<file path="config.mk">
export PLATFORM = sky130hd
export DESIGN_NAME = ysyx_23060236_mdu_flat
export DESIGN_NICKNAME = d
export VERILOG_FILES = /design/src/rtl/ysyx_23060236_mdu_if.sv /design/src/rtl/ysyx_23060236_mdu.sv /design/src/flat_wrapper.sv
export SDC_FILE = /design/constraint.sdc
export NUM_CORES = 1
export LEC_CHECK = 0
export ABC_AREA = 1
export CAP_MARGIN = 20
export CORE_MARGIN = 2
export CORE_UTILIZATION = 57
export CTS_BUF_LIST = sky130_fd_sc_hd__clkbuf_4
export DETAILED_ROUTE_END_ITERATION = 8
export GPL_ROUTABILITY_DRIVEN = 1
export PLACE_DENSITY_LB_ADDON = 0.12
export RECOVER_POWER = 100
export SKIP_LAST_GASP = 1
export SYNTH_ARGS = -nofsm -noshare
export SYNTH_HDL_FRONTEND = slang
export SYNTH_SLANG_ARGS = --single-unit
</file>
<file path="constraint.sdc">
create_clock -name clock -period 4.1 [get_ports clock]
set_input_delay 0.82 -clock clock [delete_from_list [all_inputs] [get_ports clock]]
set_output_delay 0.82 -clock clock [all_outputs]
set_load 0.1 [all_outputs]
</file>
<file path="src/rtl/ysyx_23060236_mdu_if.sv">
// rtl/ysyx_23060236_mdu_if.sv - request/response and divider handshake bundle for the MDU
interface ysyx_23060236_mdu_if;
  logic        in_valid;
  logic        in_ready;
  logic [2:0]  op;
  logic [31:0] src1;
  logic [31:0] src2;
  logic        out_valid;
  logic        out_ready;
  logic [31:0] out_data;
  logic        div_valid;
  logic        div_ready;
  logic        div_sign;
  logic [31:0] div1;
  logic [31:0] div2;
  logic [31:0] div_res;
  logic [31:0] div_rem;
  logic        div_outvalid;

  // MDU side
  modport slave (
    input  in_valid, op, src1, src2, out_ready, div_ready, div_res, div_rem, div_outvalid,
    output in_ready, out_valid, out_data, div_valid, div_sign, div1, div2
  );

  // pipeline / divider side
  modport master (
    output in_valid, op, src1, src2, out_ready, div_ready, div_res, div_rem, div_outvalid,
    input  in_ready, out_valid, out_data, div_valid, div_sign, div1, div2
  );
endinterface

</file>
<file path="src/rtl/ysyx_23060236_mdu.sv">
// rtl/ysyx_23060236_mdu.sv - RV32M unit: serial shift-add multiplier and external divider sequencer
module ysyx_23060236_mdu #(
  parameter int DIV_MIN_LAT = 34
) (
  input logic                clock,
  input logic                reset,
  ysyx_23060236_mdu_if.slave bus
);

  localparam logic [2:0] S_IDLE    = 3'd0;
  localparam logic [2:0] S_MUL     = 3'd1;
  localparam logic [2:0] S_MFIX    = 3'd2;
  localparam logic [2:0] S_DLAUNCH = 3'd3;
  localparam logic [2:0] S_DWAIT   = 3'd4;
  localparam logic [2:0] S_DONE    = 3'd5;

  // DWAIT counter saturates at DIV_MIN_LAT, so it only needs to hold that value
  localparam int             DCW  = $clog2(DIV_MIN_LAT + 2);
  localparam logic [DCW-1:0] DMIN = DCW'(DIV_MIN_LAT);

  logic [2:0]     state_q, state_d;
  logic [2:0]     op_q, op_d;
  logic [31:0]    src1_q, src1_d;
  logic [31:0]    src2_q, src2_d;
  logic [5:0]     cnt_q, cnt_d;
  logic [DCW-1:0] dcnt_q, dcnt_d;
  logic [63:0]    prod_q, prod_d;
  logic [31:0]    res_q, res_d;

  logic        s1_neg, s2_neg, in_s2_neg;
  logic [31:0] mag1, in_mag2;
  logic [32:0] mul_sum;
  logic [63:0] prod_fix;
  logic        div_zero, div_ovf;

  // operand signs/magnitudes: src1 signed unless MULHU, src2 signed only for MUL/MULH
  always_comb begin
    s1_neg    = (op_q[1:0] != 2'b11) & src1_q[31];
    s2_neg    = ~op_q[1] & src2_q[31];
    mag1      = s1_neg ? -src1_q : src1_q;
    in_s2_neg = ~bus.op[1] & bus.src2[31];
    in_mag2   = in_s2_neg ? -bus.src2 : bus.src2;
    mul_sum   = {1'b0, prod_q[63:32]} + (prod_q[0] ? {1'b0, mag1} : 33'd0);
    prod_fix  = (s1_neg ^ s2_neg) ? -prod_q : prod_q;
    div_zero  = (bus.src2 == 32'd0);
    div_ovf   = ~bus.op[0] & (bus.src1 == 32'h8000_0000) & (bus.src2 == 32'hFFFF_FFFF);
  end

  // next-state and datapath: the low half of prod holds the shrinking multiplier,
  // the high half accumulates, one multiplier bit retired per MUL cycle
  always_comb begin
    state_d = state_q;
    op_d    = op_q;
    src1_d  = src1_q;
    src2_d  = src2_q;
    cnt_d   = cnt_q;
    dcnt_d  = dcnt_q;
    prod_d  = prod_q;
    res_d   = res_q;
    case (state_q)
      S_IDLE: begin
        if (bus.in_valid) begin
          op_d   = bus.op;
          src1_d = bus.src1;
          src2_d = bus.src2;
          cnt_d  = 6'd0;
          dcnt_d = '0;
          if (!bus.op[2]) begin
            prod_d  = {32'd0, in_mag2};
            state_d = S_MUL;
          end else if (div_zero) begin
            res_d   = bus.op[1] ? bus.src1 : 32'hFFFF_FFFF;
            state_d = S_DONE;
          end else if (div_ovf) begin
            res_d   = bus.op[1] ? 32'd0 : 32'h8000_0000;
            state_d = S_DONE;
          end else begin
            state_d = S_DLAUNCH;
          end
        end
      end
      S_MUL: begin
        prod_d = {mul_sum, prod_q[31:1]};
        cnt_d  = cnt_q + 6'd1;
        if (cnt_q == 6'd31) state_d = S_MFIX;
      end
      S_MFIX: begin
        res_d   = (op_q == 3'b000) ? prod_fix[31:0] : prod_fix[63:32];
        state_d = S_DONE;
      end
      S_DLAUNCH: begin
        if (bus.div_ready) begin
          dcnt_d  = '0;
          state_d = S_DWAIT;
        end
      end
      S_DWAIT: begin
        // the minimum-latency gate keeps a stale div_outvalid from completing early
        if (dcnt_q != DMIN) dcnt_d = dcnt_q + 1'b1;
        if (bus.div_outvalid && (dcnt_q == DMIN)) begin
          res_d   = op_q[1] ? bus.div_rem : bus.div_res;
          state_d = S_DONE;
        end
      end
      S_DONE: begin
        if (bus.out_ready) state_d = S_IDLE;
      end
      default: state_d = S_IDLE;
    endcase
  end

  // state registers with synchronous reset
  always_ff @(posedge clock) begin
    if (reset) begin
      state_q <= S_IDLE;
      op_q    <= 3'd0;
      src1_q  <= 32'd0;
      src2_q  <= 32'd0;
      cnt_q   <= 6'd0;
      dcnt_q  <= '0;
      prod_q  <= 64'd0;
      res_q   <= 32'd0;
    end else begin
      state_q <= state_d;
      op_q    <= op_d;
      src1_q  <= src1_d;
      src2_q  <= src2_d;
      cnt_q   <= cnt_d;
      dcnt_q  <= dcnt_d;
      prod_q  <= prod_d;
      res_q   <= res_d;
    end
  end

  assign bus.in_ready  = (state_q == S_IDLE);
  assign bus.out_valid = (state_q == S_DONE);
  assign bus.out_data  = (state_q == S_DONE) ? res_q : 32'd0;
  assign bus.div_valid = (state_q == S_DLAUNCH);
  assign bus.div_sign  = ~op_q[0];
  assign bus.div1      = src1_q;
  assign bus.div2      = src2_q;

endmodule

</file>
<file path="src/flat_wrapper.sv">
// flat-port wrapper written by rule: the top's interface ports become plain ports
module ysyx_23060236_mdu_flat 
#(
  parameter int DIV_MIN_LAT = 34
)
  (clock, reset, bus_in_valid, bus_op, bus_src1, bus_src2, bus_out_ready, bus_div_ready, bus_div_res, bus_div_rem, bus_div_outvalid, bus_in_ready, bus_out_valid, bus_out_data, bus_div_valid, bus_div_sign, bus_div1, bus_div2);
  ysyx_23060236_mdu_if bus_i ();
  input logic clock;
  input logic reset;
  input wire logic [$bits(bus_i.in_valid)-1:0] bus_in_valid;
  input wire logic [$bits(bus_i.op)-1:0] bus_op;
  input wire logic [$bits(bus_i.src1)-1:0] bus_src1;
  input wire logic [$bits(bus_i.src2)-1:0] bus_src2;
  input wire logic [$bits(bus_i.out_ready)-1:0] bus_out_ready;
  input wire logic [$bits(bus_i.div_ready)-1:0] bus_div_ready;
  input wire logic [$bits(bus_i.div_res)-1:0] bus_div_res;
  input wire logic [$bits(bus_i.div_rem)-1:0] bus_div_rem;
  input wire logic [$bits(bus_i.div_outvalid)-1:0] bus_div_outvalid;
  output wire logic [$bits(bus_i.in_ready)-1:0] bus_in_ready;
  output wire logic [$bits(bus_i.out_valid)-1:0] bus_out_valid;
  output wire logic [$bits(bus_i.out_data)-1:0] bus_out_data;
  output wire logic [$bits(bus_i.div_valid)-1:0] bus_div_valid;
  output wire logic [$bits(bus_i.div_sign)-1:0] bus_div_sign;
  output wire logic [$bits(bus_i.div1)-1:0] bus_div1;
  output wire logic [$bits(bus_i.div2)-1:0] bus_div2;
  assign bus_i.in_valid = bus_in_valid;
  assign bus_i.op = bus_op;
  assign bus_i.src1 = bus_src1;
  assign bus_i.src2 = bus_src2;
  assign bus_i.out_ready = bus_out_ready;
  assign bus_i.div_ready = bus_div_ready;
  assign bus_i.div_res = bus_div_res;
  assign bus_i.div_rem = bus_div_rem;
  assign bus_i.div_outvalid = bus_div_outvalid;
  assign bus_in_ready = bus_i.in_ready;
  assign bus_out_valid = bus_i.out_valid;
  assign bus_out_data = bus_i.out_data;
  assign bus_div_valid = bus_i.div_valid;
  assign bus_div_sign = bus_i.div_sign;
  assign bus_div1 = bus_i.div1;
  assign bus_div2 = bus_i.div2;
  ysyx_23060236_mdu #(.DIV_MIN_LAT(DIV_MIN_LAT)) u_core (.clock(clock), .reset(reset), .bus(bus_i));
endmodule
</file>
==> metrics.txt <==
syn_area_per_cell 5.58 µm²; predominant post-synthesis flop cell dfxtp_1; fill count 2362; Register-to-Register Path Depth 18; die width 165 µm; clk buf depth 2; Core Region 25300 µm²; leading cell type in the layout, fill and taps excluded nand2_1; status finished with violations; Layout Nets 2991; total of max-cap violations 2; gpl congestion 1.07; post-cts resize count 0; worst setup margin 0.389 ns; die span in y 165 µm; wire per inst 19.3 µm; CTS tree done; initial antenna violation count 3; simple-gate share of the synthesized area 0.420; CTS Hold Bufs 0; failing checks max-capacitance violations, max-slew violations; Crit Path Class reg -> out; YS warnings 0; Startpoint Class register; Antenna Violating Nets Remaining 0; Comb pwr share 0.700; CTS Sinks 178; via count 19000; LEAKAGE 8.01 nW; Clk pwr share 0.084; post-route clock period utilization 0.905; Mapped Cells 2643; Synth Area in Adders 0.0344; Post-Syn Nets 2820; synthesized flop and latch total 178; Min-Delay Path Depth 2; proportion of synthesized area in mux cells 0; Final min period 3.71 ns; Sw Share 0.623; vias in the first global route 17300; Final setup viols 0; Max-slew headroom -0.304; compound-gate portion of the synthesized area 0.196; Design Area, Final 17300 µm²; ys async rst share 0; Root Driver clkbuf_4; largest net degree at the start of global routing 119; Cell Area, Synth 14800 µm²; Critical Path RT 3.28 ns; pwr/cell area 760 nW/µm²; initial core utilization 0.583; Crit Path Max Fanout 5; Non-Filler Instances 3160; Net Sw Power 8.21 mW; main combinational cell family by area after synthesis simple AND/OR/NAND/NOR gates; Post-synth EDFFs 0; Crit. End Element output pin; Synth Area in XOR/XNOR 0.00534; Synth cell types 50; Vias/cell 6.00; HPWL after detailed placement 47600 µm; placed cell areas 17200 µm²; Area Growth Syn to Fin 17.5%; routed wire length 60800 µm; Slew Viols, Final 154; die footprint 27200 µm²; Setup TNS 0 ns; worst hold path type reg -> reg; latest clock arrival within the worst-skew pair 0.63 ns; Clock Pin Slew Worst Setup and Hold Paths 0.19 ns; first-pass GRT wire length 91600 µm; internal power 4.96 mW; setup slack at placement 0.636 ns; most frequent cells in the layout nand2_1, nor2_1, a21oi_1, inv_1, nand3_1; total CTS buffers 17; RSZ-0062 raised after global routing false; total track usage 0.437; Cell Rows 58; layout cells sized above 1 0.0329; Setup Fix Bufs, Post-CTS 0; Seq/Total Area, Yosys 0.241; drt pass-1 iters 6; # IOs 237; GRT overflow 0; Worst Max-Slew Pin Slew 1.96 ns; arrival time worst endpoint 2.89 ns; Port Buf Inserts 236; Hold Vio Cnt, Final 0; Reg power frac 0.216; htree depth 4; placed cells 3123; drt drc 0; drt initial violations 2448; fmax 270 MHz; IR drop worst, VDD 0.000805 V; clk_skew 0.0412 ns
==> power groups by stage <==
stage	sequential (mW)	clock [mW]	combinational, mW
after floorplan	4.13	0	5.35
after global placement	2.84	0	8.90
after detailed placement	2.86	0	9.05
after CTS	2.82	1.09	9.09
after global routing	2.89	1.15	9.99
final	2.84	1.10	9.23
==> critical path, cell delays in order (launching register included) <==
cell	delay, ns
dfxtp_1	0.37
inv_1	0.16
nand2_1	0.13
nor2_1	0.34
dlygate4sd3_1	1.27
==> logic make-up after synthesis <==
group / Yosys count
buffers and inverters: 382
adder cells (fa/ha/maj): 40
XOR/XNOR: 9
AND/OR/NAND/NOR: 1483
AO/OA/AOI/OAI: 551
flip-flops: 178
==> state kept, by name, summed over array words and instances (netlist names) <==
register / cells
u_core.state_q: 3
u_core.res_q: 32
u_core.bus.div1: 32
u_core.op_q: 3
u_core.prod_q: 64
u_core.dcnt_q: 6
u_core.bus.div2: 32
u_core.cnt_q: 6
==> routing by layer <==
metal	track usage	routed length (µm)	share of wire
met5	0	0	0
met4	0.327	5010	0.082
met3	0.0804	6280	0.10
met2	0.713	27500	0.45
met1	0.512	22100	0.36
==> cells in the mapped netlist, types with 2 or more instances <==
| library cell | n | area, µm² |
|---|---|---|
| a31oi_1 | 5 | 31.3 |
| xor2_1 | 6 | 52.6 |
| nor3b_1 | 2 | 15.0 |
| dfxtp_1 | 178 | 3560 |
| nor3_1 | 39 | 195 |
| o21ai_1 | 15 | 75.1 |
| nand2_2 | 4 | 25.0 |
| clkbuf_1 | 66 | 248 |
| o21a_1 | 5 | 37.5 |
| o221ai_1 | 6 | 52.6 |
| inv_2 | 14 | 52.6 |
| o211ai_1 | 9 | 67.6 |
| nor2_2 | 8 | 50.1 |
| inv_1 | 259 | 972 |
| a221oi_1 | 3 | 26.3 |
| nand2_4 | 2 | 22.5 |
| a21oi_1 | 298 | 1490 |
| xnor2_1 | 3 | 26.3 |
| o21ai_0 | 190 | 951 |
| nand3_2 | 2 | 20.0 |
| buf_1 | 8 | 30.0 |
| nand4_1 | 49 | 307 |
| or2_2 | 5 | 31.3 |
| nor2_1 | 360 | 1350 |
| ha_1 | 39 | 488 |
| buf_6 | 5 | 56.3 |
| a21oi_2 | 3 | 26.3 |
| buf_2 | 26 | 130 |
| nor3_2 | 3 | 30.0 |
| a211oi_1 | 4 | 30.0 |
| nand3_1 | 207 | 1040 |
| buf_4 | 3 | 22.5 |
| nor4_1 | 3 | 18.8 |
| nand2_1 | 778 | 2920 |
| nor2_4 | 4 | 45.0 |
| nand3b_1 | 12 | 90.1 |
| a21o_1 | 7 | 52.6 |
==> through the flow <==
stage,power [mW],util,hold WS [ns]
global route,14.0,0.685,0.510
detailed placement,11.9,0.678,0.471
floorplan,9.48,-,0.442
finish,13.2,0.685,0.492
global placement,11.7,0.678,0.452
CTS,13.0,0.690,0.491
==> path summary, 6_finish.rpt <==
kind / from / end / slack, ns
setup / recovery: u_core.state_q[0] / bus_in_ready / 0.39
hold / removal: u_core.op_q[2] / u_core.op_q[2] / 0.49
setup reg to reg: u_core.bus.div1[31] / u_core.prod_q[61] / 0.43
hold reg to reg: u_core.op_q[2] / u_core.op_q[2] / 0.49
==> cell type report <==
type / instances / area (µm²) / share of cell area
Multi-Input combinational cell: 2083 / 9660 / 0.557
Sequential cell: 178 / 3560 / 0.205
Timing Repair Buffer: 260 / 2370 / 0.136
Inverter: 274 / 1030 / 0.0593
Tap cell: 330 / 413 / 0.0238
Clock inverter: 15 / 179 / 0.0103
Clock buffer: 17 / 128 / 0.00736
Antenna cell: 3 / 7.51 / 0.000433
No activity file was read; power rests on OpenSTA's default activity.
